===== config.mk =====
export PLATFORM = sky130hd
export DESIGN_NAME = mem_arbiter
export DESIGN_NICKNAME = d
export VERILOG_FILES = /design/src/rtl/mem_arbiter.sv
export SDC_FILE = /design/constraint.sdc
export NUM_CORES = 1
export LEC_CHECK = 0
export ABC_AREA = 0
export CAP_MARGIN = 25
export CELL_PAD_IN_SITES_DETAIL_PLACEMENT = 1
export CELL_PAD_IN_SITES_GLOBAL_PLACEMENT = 1
export CORE_ASPECT_RATIO = 1.75
export CORE_MARGIN = 4
export CORE_UTILIZATION = 40
export CTS_CLUSTER_DIAMETER = 100
export CTS_CLUSTER_SIZE = 20
export DETAILED_ROUTE_END_ITERATION = 6
export DONT_BUFFER_PORTS = 1
export GPL_TIMING_DRIVEN = 1
export PLACE_DENSITY_LB_ADDON = 0.1
export SLEW_MARGIN = 20
export SYNTH_ARGS = -nofsm -noshare
export SYNTH_HDL_FRONTEND = slang
export SYNTH_SLANG_ARGS = --single-unit

===== constraint.sdc =====
create_clock -name clk -period 2.25 [get_ports clk]
set_input_delay 0.45 -clock clk [delete_from_list [all_inputs] [get_ports clk]]
set_output_delay 0.45 -clock clk [all_outputs]
set_load 0.02 [all_outputs]

===== src/rtl/mem_arbiter.sv =====
// Arbiter sharing one single-port memory between instruction fetch (IF) and data memory (DM).
// DM has priority; a starvation counter forces an IF grant after STARVE_LIMIT back-to-back DM wins.
module mem_arbiter #(
    parameter int ADDR_W       = 32,
    parameter int DATA_W       = 32,
    parameter int STARVE_LIMIT = 4
) (
    input  logic                clk,
    input  logic                reset,
    input  logic                if_req,
    input  logic [ADDR_W-1:0]   if_addr,
    input  logic                if_flush,
    output logic [DATA_W-1:0]   if_rdata,
    output logic                if_valid,
    output logic                if_stall,
    input  logic                dm_req,
    input  logic                dm_we,
    input  logic [ADDR_W-1:0]   dm_addr,
    input  logic [DATA_W-1:0]   dm_wdata,
    input  logic [DATA_W/8-1:0] dm_wstrb,
    output logic [DATA_W-1:0]   dm_rdata,
    output logic                dm_valid,
    output logic                dm_stall,
    output logic                mem_req,
    output logic                mem_we,
    output logic [ADDR_W-1:0]   mem_addr,
    output logic [DATA_W-1:0]   mem_wdata,
    output logic [DATA_W/8-1:0] mem_wstrb,
    input  logic                mem_ready,
    input  logic [DATA_W-1:0]   mem_rdata,
    output logic [1:0]          o_grant,
    output logic [1:0]          dbg_state
);

    // Handshake: a requester holds req (and its operands, sampled only at grant) until its
    // one-cycle valid pulse; the memory finishes a transaction in the cycle mem_ready=1 while mem_req=1.

    localparam int          STRB_W = DATA_W / 8;
    localparam logic [3:0]  LIMIT  = 4'(STARVE_LIMIT);
    localparam logic [1:0]  GNT_IF = 2'b01;
    localparam logic [1:0]  GNT_DM = 2'b10;

    typedef enum logic [1:0] {
        IDLE = 2'd0,
        BUSY = 2'd1,
        DONE = 2'd2
    } state_t;

    state_t state_q, state_d;

    logic [3:0]        starve_cnt, starve_d;
    logic              flush_pending, flush_d;
    logic              mem_req_d, mem_we_d;
    logic [ADDR_W-1:0] mem_addr_d;
    logic [DATA_W-1:0] mem_wdata_d, if_rdata_d, dm_rdata_d;
    logic [STRB_W-1:0] mem_wstrb_d;
    logic              if_valid_d, dm_valid_d;
    logic [1:0]        grant_d;
    logic              grant_dm, grant_if;

    assign grant_dm = (state_q == IDLE) && dm_req && ((starve_cnt < LIMIT) || !if_req);
    assign grant_if = (state_q == IDLE) && !grant_dm && if_req;

    assign if_stall  = if_req && !if_valid;
    assign dm_stall  = dm_req && !dm_valid;
    assign dbg_state = state_q;

    always_ff @(posedge clk) begin
        if (!reset) state_q <= IDLE;
        else        state_q <= state_d;
    end

    always_comb begin
        state_d = state_q;
        case (state_q)
            IDLE:    if (grant_dm || grant_if) state_d = BUSY;
            BUSY:    if (mem_ready) state_d = DONE;
            DONE:    state_d = IDLE;
            default: state_d = IDLE;
        endcase
    end

    always_comb begin
        mem_req_d   = mem_req;
        mem_we_d    = mem_we;
        mem_addr_d  = mem_addr;
        mem_wdata_d = mem_wdata;
        mem_wstrb_d = mem_wstrb;
        if_rdata_d  = if_rdata;
        if_valid_d  = if_valid;
        dm_rdata_d  = dm_rdata;
        dm_valid_d  = dm_valid;
        grant_d     = o_grant;
        starve_d    = starve_cnt;
        flush_d     = flush_pending;
        case (state_q)
            IDLE: begin
                if (grant_dm) begin
                    mem_req_d   = 1'b1;
                    mem_we_d    = dm_we;
                    mem_addr_d  = dm_addr;
                    mem_wdata_d = dm_wdata;
                    mem_wstrb_d = dm_wstrb;
                    grant_d     = GNT_DM;
                end else if (grant_if) begin
                    mem_req_d   = 1'b1;
                    mem_we_d    = 1'b0;
                    mem_addr_d  = if_addr;
                    mem_wdata_d = '0;
                    mem_wstrb_d = '0;
                    grant_d     = GNT_IF;
                end
                // Only DM wins that overtake a waiting fetch count towards starvation.
                if (grant_dm && if_req)
                    starve_d = (starve_cnt >= LIMIT) ? LIMIT : starve_cnt + 4'd1;
                else if (grant_if || !if_req)
                    starve_d = 4'd0;
            end
            BUSY: begin
                if (o_grant == GNT_IF && if_flush) flush_d = 1'b1;
                if (mem_ready) begin
                    mem_req_d = 1'b0;
                    if (o_grant == GNT_DM) begin
                        dm_valid_d = 1'b1;
                        if (!mem_we) dm_rdata_d = mem_rdata;
                    end else if (!(flush_pending || if_flush)) begin
                        if_valid_d = 1'b1;
                        if_rdata_d = mem_rdata;
                    end
                end
            end
            DONE: begin
                if_valid_d = 1'b0;
                dm_valid_d = 1'b0;
                grant_d    = 2'b00;
                flush_d    = 1'b0;
            end
            default: ;
        endcase
    end

    always_ff @(posedge clk) begin
        if (!reset) begin
            mem_req       <= 1'b0;
            mem_we        <= 1'b0;
            mem_addr      <= '0;
            mem_wdata     <= '0;
            mem_wstrb     <= '0;
            if_rdata      <= '0;
            if_valid      <= 1'b0;
            dm_rdata      <= '0;
            dm_valid      <= 1'b0;
            o_grant       <= 2'b00;
            starve_cnt    <= 4'd0;
            flush_pending <= 1'b0;
        end else begin
            mem_req       <= mem_req_d;
            mem_we        <= mem_we_d;
            mem_addr      <= mem_addr_d;
            mem_wdata     <= mem_wdata_d;
            mem_wstrb     <= mem_wstrb_d;
            if_rdata      <= if_rdata_d;
            if_valid      <= if_valid_d;
            dm_rdata      <= dm_rdata_d;
            dm_valid      <= dm_valid_d;
            o_grant       <= grant_d;
            starve_cnt    <= starve_d;
            flush_pending <= flush_d;
        end
    end

endmodule


Word-level counts from Yosys, hierarchy flattened:

Index checks and enable logic that the tools add are counted.

* reductions and logical operators: 32
* muxes and demuxes: 30
* bitwise operators: 3
* order comparisons: 2
* $add $sub $neg: 1
* equal/unequal tests: 11

Operators with widths (count)
* $mux W32: 4
* $mux W4: 5
* $reduce_and A4 Y1: 3
* $mux W1: 11
* $ne A2 B2 Y1 const B: 5
* $reduce_and A2 Y1: 5
* $reduce_bool A2 Y1: 5
* $logic_and A1 B1 Y1: 8
* $mux W2: 4
* $pmux W1 S2: 4
* $pmux W2 S2: 2
* $reduce_and A3 Y1: 2
* $add A4 B1 Y4 const B: 1
* $eq A2 B1 Y1 const B: 2
* $eq A2 B2 Y1 const B: 2
* $ge A4 B3 Y1 const B: 1
* $logic_not A1 Y1: 4
* $logic_or A1 B1 Y1: 4
* $lt A4 B3 Y1 const B: 1
* $ne A3 B3 Y1 const B: 1
* $not A1 Y1: 3
* $logic_not A2 Y1: 1
* $ne A2 B1 Y1 const B: 1

* output and inout port bits: 142
* logic and storage cells: 92
* input port bits: 139
* register bits: 145

Logic depth before layout (Yosys ltp):

* word-level depth: 9
* gate-level depth with buffers: 6
* mapped depth without buffers: 3

Worst setup path before layout:

No wires, ideal clock.

* kind: register to register
* from: register o_grant[1]
* to: register dm_rdata[24]
* library setup time: 0.132 ns
* arrival time: 1.380 ns
* path slack: 0.738 ns
* clock period less this slack: 1.512 ns
* buffers on the path: 1
* stages on the path, launching flop included: 5
* data required time: 2.118 ns
* cells stage by stage: dfxtp_1 or3b_2 clkbuf_1 o21ai_0 a21oi_1

* word-level cells in the longest chain between the ends: 2

RTL lines
* start: declaration: RTL line 31 `output logic [1:0] o_grant,`
* start signal: assignment: RTL line 166 `o_grant <= grant_d;`
* $eq A2 B2 Y1: RTL line 123 `if (o_grant == GNT_DM) begin`
* $reduce_and A4 Y1 (no source line)
* end signal: assignment: RTL line 164 `dm_rdata <= dm_rdata_d;`
* end: declaration: RTL line 21 `output logic [DATA_W-1:0] dm_rdata,`

Every way passes these cells.
A chain may end at the register's enable or synchronous reset.

Worst setup path after layout:

* from: register o_grant[1]
* to: register dm_rdata[28]

Same word-level chain as after synthesis.

==> impl_metrics.toml <==
[timing]
skew_ns = 0.0169
fmax_ghz = 0.549
rsz0062_at_grt = "no"
setup_viol_count_final = 0
relSlewSlack_pct = 50.1
min_period_ns = 1.82
worst_pin_slew_ns = 0.748
hold_viol = 0
slew_viol_final = 0
timing.final.crit_share_pct = 81.0
fin_setup_tns_ns = 0

[power_and_ir_drop]
power_density_nw_per_um2 = 968
irDropWorstVdd_uv = 462
leakage_nw = 2.52

[yosys]
synth.most_common_cell = "dfxtp_1"
ys_warn_count = 0
synth_area_per_cell_um2 = 8.75
yosysSeqAreaShare_pct = 46.4
ys_seq_elements = 145
syn_inst = 715
async_reset_ff_share_pct = 0
yosysTopAreaCell = "dfxtp_1"
synth_top_area_share_pct = 46.4
synthesis.nets = 855
synth_area_um2 = 6260
synthDistinctLibCells = 38
synthTopCellsByArea = "dfxtp_1 (46%), a21oi_1 (8.6%), nand3_1 (5.5%)"
synth-edff-count = 0
yosys-top-cells-count = "dfxtp_1 (145), a21oi_1 (108), nand3_1 (69), o21ai_0 (69), clkbuf_1 (55)"
ys.flop_type = "dfxtp_1"

[clocking]
post_cts_resized = 0
cts_setup_buffers = 0
clk_pin_slew_worst_paths_ns = 0.07
cts_root_buf = "clkbuf_16"
clockBufferDepth = 2
numCtsBuffers = 17
clock-sinks = 145
htreeDepth = 4
cts_hold_buf = 0
clk_latency_ns = 0.42
cts_tree = "done"

[setup_path]
crit_fanout = 32
crit_arrival_ns = 2.12
critical-path-slowest-cell = "or3b_2"
endpoint_kind = "register"
worstPathCellList = "or3b_2 > o21ai_0 > a21oi_1"
critPathKind = "register to register"
slowest_delay_ns = 0.78
required_ns = 2.55
startpoint_type = "register"

[global_routing]
grt_pass1_vias = 5895
grt_usage_pct = 23.1
antenna_found_initial = 4
grt_overflow_total = 0
grt_max_degree = 104
grt_pass1_wl_um = 32600

[floorplanning]
io_pins = 281
die_w_um = 103
die_height_um = 173
fp.coreArea_um2 = 15400
die_area_um2 = 17800
start_util_pct = 40.7
rows = 60

[drt]
detail-route-antenna-nets = 0
drt-initial-drc-count = 154
routed_wl_um = 21000
drcViolationCount = 0
via_count = 5574
firstDrtPassIters = 5
wl_per_cell_um = 24.2
viasPerCell = 6.42

[cells_and_area]
drive_gt1_share_pct = 9.59
fillers = 1749
fin_cells = 868
register_area_um2 = 2900
multi_input_area_um2 = 2960
fin_nets = 805
areaGrowthSynthToFinish_pct = 11.9

[placed_design]
dp_hpwl_um = 14500
place_inst = 832
gp_congestion = 0.760
portBuffers = 0

[run_status]
status = "completed"

[job]
maxCapViolCount = 0

[min_path]
min_path_type = "input pin to register"
-- placed cells by master, fill, tap and decap left out, types with 4 or more instances in the layout --
cell,count
buf_4,13
nand2_1,6
o311a_1,32
o31ai_1,32
a21boi_1,28
nand4_1,34
and3_1,33
a21oi_1,108
dfxtp_1,145
nand3_1,69
diode_2,4
o21ai_0,69
nor2_1,6
a21boi_0,4
bufinv_16,4
buf_12,8
clkbuf_16,17
o21bai_1,32
-- worst max-delay path: cells and delay by family, from the launching register on --
family,cells,cell delay [ns]
AO/OA/AOI/OAI,2,0.37
flip-flops,1,0.55
AND/OR/NAND/NOR,1,0.78
-- where the power goes --
| group | internal, mW | total [mW] | switching, mW |
|---|---|---|---|
| Sequential | 2.71 | 3.00 | 0.287 |
| Combinational | 0.271 | 0.716 | 0.444 |
| Clock | 1.88 | 3.06 | 1.18 |
-- path summary, 6_finish.rpt --
path,startpoint,to,slack [ns],cells after the start
worst max-delay path,o_grant[1]$_SDFFE_PN0P_,dm_rdata[28]$_SDFFE_PN0P_,0.43,3
worst min-delay path,reset,mem_addr[27]$_SDFFE_PN0P_,0.17,1
worst max register to register,o_grant[1]$_SDFFE_PN0P_,dm_rdata[28]$_SDFFE_PN0P_,0.43,3
worst min register to register,starve_cnt[1]$_SDFFE_PN0P_,starve_cnt[1]$_SDFFE_PN0P_,0.46,2
-- flip-flops by register name, summed over array words and instances (netlist names) --
| register | cells |
|---|---|
| mem_we | 1 |
| starve_cnt | 4 |
| mem_req | 1 |
| o_grant | 2 |
| if_rdata | 32 |
| mem_addr | 32 |
| dbg_state | 2 |
| dm_rdata | 32 |
| flush_pending | 1 |
| mem_wstrb | 4 |
| mem_wdata | 32 |
| if_valid | 1 |
| dm_valid | 1 |
-- final cells by class --
cell class,count,share of cell area (%)
tap,186,3.32
clock inverter,14,2.89
timing repair buffer,21,3.68
inverter,2,0.125
antenna,4,0.143
clock buffer,18,6.13
multi-input combinational,478,42.3
sequential,145,41.5
-- layer usage --
layer  track usage [%]  wire [um]  vias up
li1                  -          -     2584
met5                 0          0        -
met1              24.7       7370     2723
met2              39.1      10900      225
met3              9.06       2010       42
met4              10.4        750        0
-- logic make-up (layout without fill, tap and decap cells) --
group,Yosys count,after routing,share of synthesized area (%)
AOI/OAI and AO/OA,311,311,31.5
and+or+nand+nor,166,166,15.1
DFF,145,145,46.4
buffers and inverters,92,55,6.78
adders and majority gates,1,1,0.200
other,0,4,0
-- stage by stage --
step	power [mW]	hold slack [ns]	setup WS, ns	area [um2]	utilization, %
floorplan	3.58	0.436	0.738	6260	-
global placement	3.74	0.441	0.411	6340	41.2
detailed placement	3.78	0.456	0.424	6360	41.3
CTS	6.85	0.146	0.419	6990	45.4
global route	7.07	0.141	0.305	7000	45.5
finish	6.78	0.168	0.428	7000	45.5
Power figures use the tool's default switching activity.
